<file path="src/rtl/board_pkg.sv">
`default_nettype none
// +----------------------------------------------------------------------------+
// | board_pkg: LED mode encodings, reset-FSM states, LED mode decode helper.   |
// | Rev 1.0                                                                    |
// +----------------------------------------------------------------------------+
package board_pkg;

  localparam logic [1:0] LED_DIRECT = 2'b00;
  localparam logic [1:0] LED_PWM    = 2'b01;
  localparam logic [1:0] LED_BLINK  = 2'b10;
  localparam logic [1:0] LED_OFF    = 2'b11;

  typedef enum logic [1:0] {
    ST_HOLD  = 2'd0,
    ST_COUNT = 2'd1,
    ST_RUN   = 2'd2
  } rst_state_e;

  function automatic logic led_next(input logic [1:0] mode, input logic req,
                                    input logic pwm_on, input logic blink_on);
    logic v;
    case (mode)
      LED_DIRECT: v = req;
      LED_PWM:    v = req & pwm_on;
      LED_BLINK:  v = req & blink_on;
      default:    v = 1'b0;
    endcase
    return v;
  endfunction

endpackage
`default_nettype wire

</file>
<file path="src/rtl/btn_debounce.sv">
`default_nettype none
// +----------------------------------------------------------------------------+
// | btn_debounce: one button channel - synchroniser, polarity, debounce.       |
// | Rev 1.0                                                                    |
// +----------------------------------------------------------------------------+
module btn_debounce
  import board_pkg::*;
#(
  parameter int DEB_CYCLES     = 65536,
  parameter bit BTN_ACTIVE_LOW = 1'b1
) (
  input  logic clk,
  input  logic reset,
  input  logic btn_raw_i,
  output logic level_o,
  output logic press_o
);

  localparam int             CW       = $clog2(DEB_CYCLES);
  localparam logic [CW-1:0]  CNT_LAST = CW'(DEB_CYCLES - 1);

  logic          pressed_raw;
  logic          sync1_q, sync2_q;
  logic          level_q, press_q;
  logic [CW-1:0] cnt_q;

  // Polarity is folded in ahead of the flops so a cleared synchroniser means
  // "released"; otherwise an active-low button would look pressed out of reset.
  assign pressed_raw = BTN_ACTIVE_LOW ? ~btn_raw_i : btn_raw_i;

  always_ff @(posedge clk) begin
    if (reset) begin
      sync1_q <= 1'b0;
      sync2_q <= 1'b0;
      level_q <= 1'b0;
      press_q <= 1'b0;
      cnt_q   <= '0;
    end else begin
      sync1_q <= pressed_raw;
      sync2_q <= sync1_q;
      press_q <= 1'b0;
      if (sync2_q == level_q) begin
        cnt_q <= '0;
      end else if (cnt_q == CNT_LAST) begin
        level_q <= sync2_q;
        press_q <= sync2_q;
        cnt_q   <= '0;
      end else begin
        cnt_q <= cnt_q + CW'(1);
      end
    end
  end

  assign level_o = level_q;
  assign press_o = press_q;

endmodule
`default_nettype wire

</file>
<file path="src/rtl/board_frontend.sv">
`default_nettype none
// +----------------------------------------------------------------------------+
// | board_frontend: button debounce, core reset sequencer and LED PWM/blink.   |
// | Rev 1.0                                                                    |
// +----------------------------------------------------------------------------+
module board_frontend
  import board_pkg::*;
#(
  parameter int NBTN           = 1,
  parameter int NLED           = 8,
  parameter int DEB_CYCLES     = 65536,
  parameter int RST_CYCLES     = 16,
  parameter bit BTN_ACTIVE_LOW = 1'b1,
  parameter int PWM_BITS       = 8,
  parameter int BLINK_BITS     = 23
) (
  input  logic                clk,
  input  logic                reset,
  input  logic                pll_locked,
  input  logic [NBTN-1:0]     btn_raw,
  input  logic [NLED-1:0]     leds_in,
  input  logic [2*NLED-1:0]   led_mode,
  input  logic [PWM_BITS-1:0] led_duty,
  output logic [NBTN-1:0]     btn_level,
  output logic [NBTN-1:0]     btn_press,
  output logic                sys_reset,
  output logic                sys_ready,
  output logic [NLED-1:0]     led_out
);

  localparam int              RCW      = (RST_CYCLES > 1) ? $clog2(RST_CYCLES) : 1;
  localparam logic [RCW-1:0]  RST_LAST = RCW'(RST_CYCLES - 1);

  for (genvar g = 0; g < NBTN; g++) begin : g_btn
    btn_debounce #(
      .DEB_CYCLES     (DEB_CYCLES),
      .BTN_ACTIVE_LOW (BTN_ACTIVE_LOW)
    ) u_deb (
      .clk       (clk),
      .reset     (reset),
      .btn_raw_i (btn_raw[g]),
      .level_o   (btn_level[g]),
      .press_o   (btn_press[g])
    );
  end

  rst_state_e     state_q;
  logic [RCW-1:0] rst_cnt_q;
  logic           pll_s1_q, pll_s2_q;
  logic           sys_reset_q;
  logic           leave;
  logic           run_d;

  assign leave = ~pll_s2_q | btn_level[0];

  // Next-cycle "core running" flag; shared by the FSM and the LED gate so the
  // LEDs go dark on exactly the edge sys_reset rises.
  always_comb begin
    run_d = 1'b0;
    case (state_q)
      ST_COUNT: run_d = ~leave & (rst_cnt_q == RST_LAST);
      ST_RUN:   run_d = ~leave;
      default:  run_d = 1'b0;
    endcase
  end

  always_ff @(posedge clk) begin
    if (reset) begin
      pll_s1_q    <= 1'b0;
      pll_s2_q    <= 1'b0;
      state_q     <= ST_HOLD;
      rst_cnt_q   <= '0;
      sys_reset_q <= 1'b1;
    end else begin
      pll_s1_q    <= pll_locked;
      pll_s2_q    <= pll_s1_q;
      sys_reset_q <= ~run_d;
      case (state_q)
        ST_HOLD: begin
          rst_cnt_q <= '0;
          if (pll_s2_q && !btn_level[0]) state_q <= ST_COUNT;
        end
        ST_COUNT: begin
          if (leave) begin
            state_q   <= ST_HOLD;
            rst_cnt_q <= '0;
          end else if (rst_cnt_q == RST_LAST) begin
            state_q   <= ST_RUN;
            rst_cnt_q <= '0;
          end else begin
            rst_cnt_q <= rst_cnt_q + RCW'(1);
          end
        end
        ST_RUN: begin
          rst_cnt_q <= '0;
          if (leave) state_q <= ST_HOLD;
        end
        default: begin
          state_q   <= ST_HOLD;
          rst_cnt_q <= '0;
        end
      endcase
    end
  end

  assign sys_reset = sys_reset_q;
  assign sys_ready = ~sys_reset_q;

  logic [PWM_BITS-1:0]   pwm_cnt_q;
  logic [BLINK_BITS-1:0] blink_cnt_q;
  logic [NLED-1:0]       led_d, led_out_q;
  logic                  pwm_on, blink_on;

  assign pwm_on   = (pwm_cnt_q < led_duty);
  assign blink_on = blink_cnt_q[BLINK_BITS-1];

  always_comb begin
    led_d = '0;
    for (int i = 0; i < NLED; i++) begin
      led_d[i] = run_d & led_next(led_mode[2*i +: 2], leds_in[i], pwm_on, blink_on);
    end
  end

  always_ff @(posedge clk) begin
    if (reset) begin
      pwm_cnt_q   <= '0;
      blink_cnt_q <= '0;
      led_out_q   <= '0;
    end else begin
      pwm_cnt_q   <= pwm_cnt_q + PWM_BITS'(1);
      blink_cnt_q <= blink_cnt_q + BLINK_BITS'(1);
      led_out_q   <= led_d;
    end
  end

  assign led_out = led_out_q;

endmodule
`default_nettype wire

</file>
<file path="config.mk">
export PLATFORM = sky130hd
export DESIGN_NAME = board_frontend
export DESIGN_NICKNAME = d
export VERILOG_FILES = /design/src/rtl/board_pkg.sv /design/src/rtl/btn_debounce.sv /design/src/rtl/board_frontend.sv
export SDC_FILE = /design/constraint.sdc
export NUM_CORES = 1
export LEC_CHECK = 0
export BUFFER_PORTS_ARGS = -buffer_cell sky130_fd_sc_hd__clkbuf_2
export CAP_MARGIN = 20
export CORE_UTILIZATION = 57
export CTS_CLUSTER_SIZE = 28
export DETAILED_ROUTE_END_ITERATION = 16
export PLACE_DENSITY = 0.81
export SLEW_MARGIN = 0
export SYNTH_ARGS = -nofsm -noshare
export SYNTH_HDL_FRONTEND = slang
export SYNTH_SLANG_ARGS = --single-unit
</file>
<file path="constraint.sdc">
create_clock -name clk -period 2.9 [get_ports clk]
set_clock_uncertainty 0.2 [all_clocks]
set_input_delay 0.29 -clock clk [delete_from_list [all_inputs] [get_ports clk]]
set_output_delay 0.29 -clock clk [all_outputs]
set_load 0.02 [all_outputs]
</file>
# [After elaboration in Yosys (flattened, before gate mapping)]
# Cells that the tools add are included.
[word_totals] output_inout_bits=12 wordCells=106 ff_bits=68 inputBits=36
[op_classes] reduce_logical=16 addsub=4 bitwise_logic=34 n_eq_ne=24 n_mux=14 order_cmp=1
[op_table] operator="AND 1 bit" count=25
[op_table] operator="case mux 1 bit (3 select lines)" count=8
[op_table] operator="adder 23 x 1 -> 23 bit (second input constant)" count=1
[op_table] operator="== test 2 x 1 -> 1 bit (second input constant)" count=9
[op_table] operator="== test 2 bit (second input constant)" count=9
[op_table] operator="logical NOT 2 bit" count=9
[op_table] operator="adder 16 x 1 -> 16 bit (second input constant)" count=1
[op_table] operator="== test 16 bit (second input constant)" count=1
[op_table] operator="adder 8 x 1 -> 8 bit (second input constant)" count=1
[op_table] operator="less-than comparator 8 bit" count=1
[op_table] operator="2-to-1 mux 2 bit" count=4
[op_table] operator="NOT 1 bit" count=8
[op_table] operator="case mux 2 bit (3 select lines)" count=1
[op_table] operator="OR reduction 3 bit" count=2
[op_table] operator="adder 4 x 1 -> 4 bit (second input constant)" count=1
[op_table] operator="== test 4 bit (second input constant)" count=1
[op_table] operator="inequality test 2 bit (second input constant)" count=2
[op_table] operator="OR reduction 4 bit" count=1
[op_table] operator="inequality test 3 bit (second input constant)" count=1
[op_table] operator="AND reduction 3 bit" count=1
[op_table] operator="case mux 1 bit (2 select lines)" count=1
[op_table] operator="AND reduction 2 bit" count=1
[op_table] operator="== test 1 bit" count=1
[op_table] operator="logical AND 1 bit" count=1
[op_table] operator="2 further kinds" count=2

# [Logic depth before layout (Yosys ltp)]
[logic_depth] ltp_word=6 depth_mapped=8

# [By module]
# A second synthesis with hierarchy kept.
[unflattened] cells_unflattened=383 hier_area_um2=3497.1
[by_module_without_submodules] module="board_frontend" n_inst=1 area_each_um2=2611.3 seq_area_each_um2=960.9 cells_each=289
[by_module_without_submodules] module="btn_debounce" n_inst=1 area_each_um2=885.8 seq_area_each_um2=400.4 cells_each=94

# [Least setup slack after synthesis]
# Ideal clock, no wire load.
[synth_path] kind="flip-flop to flip-flop" from="register g_btn[0].u_deb.cnt_q[0]" to="register g_btn[0].u_deb.cnt_q[15]" t_required_ns=2.585 stages_incl_launch_ff=9 n_path_buf=2 setup_slack_ns=1.017 arrival_time_ns=1.568 setup_ns=0.115 period_less_slack_ns=1.883 path_cell_list="dfxtp_1 ha_1 nand2_2 or3_4 nor4_4 or2_1 buf_2 buf_6 nor2_1"
[synth_between] elab_chain_cells=2
[synth_rtl] element="start, declared" line="btn_debounce.sv:25" source="logic [CW-1:0] cnt_q;"
[synth_rtl] element="start signal, assigned" line="btn_debounce.sv:49" source="cnt_q <= cnt_q + CW'(1);"
[synth_rtl] element="branches (longest 2 deep; another with adder 16 x 1 -> 16 bit)"
# Parallel ways; which one is timed is not known.
# A chain may end at the register's enable or synchronous reset.

# [Worst setup path after layout]
[layout_path] from="register g_btn[0].u_deb.cnt_q[0]" to="register g_btn[0].u_deb.cnt_q[13]"
# Same word-level chain as after synthesis.

==> impl_metrics.csv <==
group,metric,value,unit
synth,yosysTopAreaCellShare,39.4,%
sta,max_slew_margin,61.0,%
layout,fin_util,70.0,%
pwr,cellPowerDensity,474,mW/mm2
synth,syn_area,0.00345,mm2
global_route,grt_use_total,21.0,%
layout,final_cell_mix,"nor2_1, dfxtp_1, clkbuf_2, ha_1, inv_1",
global_route,use_met1,24.3,%
die,die_y,79.8,um
run,cap_violations,0,
global_route,top_usage_layer,"met2",
synth,yosysTopAreaCell,"dfxtp_1",
placement,dpl_cell_area,0.00375,mm2
synth,ys.flop_type,"dfxtp_1",
clock_network,clockBufferDepth,2,
pwr,vdd_drop_max,343,uV
placement,dp.cells,491,
sta,slew_viol_final,0,
hold_path,hp-class,"primary input to flip-flop",
die,coreArea,0.00568,mm2
route,drc,0,
critical_path,cp_max_fo,14,
clock_network,root_buffer,"clkbuf_8",
route,drt_iter0_drc,73,
sta,rsz0062_at_grt,"no",
die,io_pins,48,
sta,fin_setup_tns,0,ns
placement,place_ws,0.787,ns
sta,worst_pin_slew,0.581,ns
global_route,grt_antenna_before_repair,0,
synth,async_flop_share,0,%
global_route,grt_pass1_vias,2492,
synth,syn_avg_cell_area,9.11,um2
route,drtPass1Iterations,4,
critical_path,cp-start-kind,"flip-flop",
synth,postSynthCellCount,379,
sta,hold_viol_final,0,
sta,period_share,72.2,%
layout,fin_nets,506,
run_status,status,"finished, final reports clean",
clock_network,cts_setup_buffers,0,
sta,fin_crit,2.09,ns
clock_network,clk_latency,0.35,ns
sta,fin_ws,0.806,ns
clock_network,cts_buffers,9,
synth,ys_warn_count,0,
synth,synth-seq-cells,68,
critical_path,worstPathCellList,"ha_1 > nand2_2 > or3_4 > nor4_4 > or2_1 > nor2_1",
sta,hold_ws,0.0287,ns
global_route,grt_pass1_wl,10400,um
layout,final_cells,509,
critical_path,crit_type,"flip-flop to flip-flop",
clock_network,cts-htree-levels,3,
placement,dp_hpwl,4260,um
global_route,grt_overflow,0,
clock_network,cts_sinks,68,
sta,max_freq,478,MHz
clock_network,cts.repair.resized,0,
placement,globalplace.congestion,0.787,
layout,antenna_cells,0,
pwr,total_power,1.88,mW
route,route.vias.total,2633,
die,die_area,0.00637,mm2
placement,io_buffer_count,47,
synth,synth.top_cells.by_area,"dfxtp_1, ha_1, nor2_1, xor2_1, xnor2_1",
critical_path,max_stage_delay,0.44,ns
die,die_w,79.8,um
clock_network,cts_tree,"built",
global_route,grt_max_degree,41,
critical_path,worstPathRequired,2.93,ns
route,viasPerCell,5.17,
clock_network,clk_pin_slew,0.08,ns
route,detail_route.wl_per_cell,11.7,um
synth,synth_edf_count,0,
critical_path,critPathSlowestCell,"or2_1",
route,drtAntennaViolNets,0,
critical_path,arrival,2.13,ns
critical_path,reg2regPathDepth,6,
layout,final_area,0.00397,mm2
synth,syn_nets,453,
critical_path,endpoint_kind,"flip-flop",
synth,ys_seq_area_share,39.4,%
pwr,p_leak,1.81,nW
layout,fill_cells,445,
synth,synth_cell_type_count,41,
die,rows,27,
layout,drive_gt1_share,17.8,%
route,drt-total-wl,5940,um
sta,setup_viol,0,
layout,syn2layout_area_growth,15.1,%
global_route,use_met3,3.89,%
global_route,grt.met2_usage,36.2,%
die,start_util,60.8,%
hold_path,worstHoldPathCells,3,
## worst max-delay path: cells and delay by family, from the launching register on
| family | cells | cell delay, ns |
|---|---|---|
| DFF | 1 | 0.36 |
| adders and majority gates | 1 | 0.22 |
| and+or+nand+nor | 5 | 1.20 |
## kinds of logic after synthesis
family	Yosys count	share of synthesized area [%]
AND/OR/NAND/NOR	159	26.0
flip-flops	68	39.4
XOR/XNOR	44	11.2
buffers and inverters	40	4.60
adder cells (fa/ha/maj)	38	13.8
AO/OA/AOI/OAI	29	4.75
multiplexers	1	0.290
## metal layers
metal / routed length, um / vias to the layer above
met5: 0 / -
met4: 141 / 0
met3: 184 / 12
met2: 2930 / 37
met1: 2680 / 1221
li1: - / 1363
## report_power, final
group / switching (mW) / leakage, nW / internal, mW
clock network: 0.397 / 0.105 / 0.410
registers: 0.00947 / 0.550 / 0.945
logic: 0.0628 / 1.16 / 0.0579
## repair_timing
action | CTS | global route
endpoints found under the hold margin | 2 | 0
hold buffers | 2 | 0
setup endpoints to repair | 0 | 0
## final timing paths
check / from / end / slack (ns)
setup reg to reg: g_btn[0].u_deb.cnt_q[0] / g_btn[0].u_deb.cnt_q[13] / 0.81
setup / recovery: g_btn[0].u_deb.cnt_q[0] / g_btn[0].u_deb.cnt_q[13] / 0.81
hold / removal: leds_in[3] / led_out[3] / 0.03
hold reg to reg: g_btn[0].u_deb.sync1_q / g_btn[0].u_deb.sync2_q / 0.25
## flip-flops by register name, summed over array words and instances (netlist names)
register / cells
led_out: 8
rst_cnt_q: 4
g_btn.u_deb.press_o: 1
pll_s1_q: 1
blink_cnt_q: 23
sys_reset: 1
g_btn.u_deb.sync1_q: 1
g_btn.u_deb.level_o: 1
pwm_cnt_q: 8
state_q: 2
g_btn.u_deb.cnt_q: 16
g_btn.u_deb.sync2_q: 1
pll_s2_q: 1
## cell usage after synthesis (5+ instances only)
cell / number
a21oi_1: 21
nand2b_1: 8
dfxtp_1: 68
or4b_1: 8
nand4_1: 6
xnor2_1: 15
clkbuf_1: 6
nor2b_1: 6
nor2_1: 68
xor2_1: 29
and3_1: 5
ha_1: 38
nand2_1: 13
nand3_1: 21
inv_1: 32
## cell type report
type,count,area (um2),share of cell area [%]
Clock inverter,7,82.6,2.08
Multi-Input combinational cell,271,1930,48.6
Inverter,32,120,3.02
Timing Repair Buffer,50,263,6.61
Sequential cell,68,1360,34.3
Tap cell,72,90.1,2.27
Clock buffer,9,124,3.12
No activity file was read; power rests on OpenSTA's default activity.
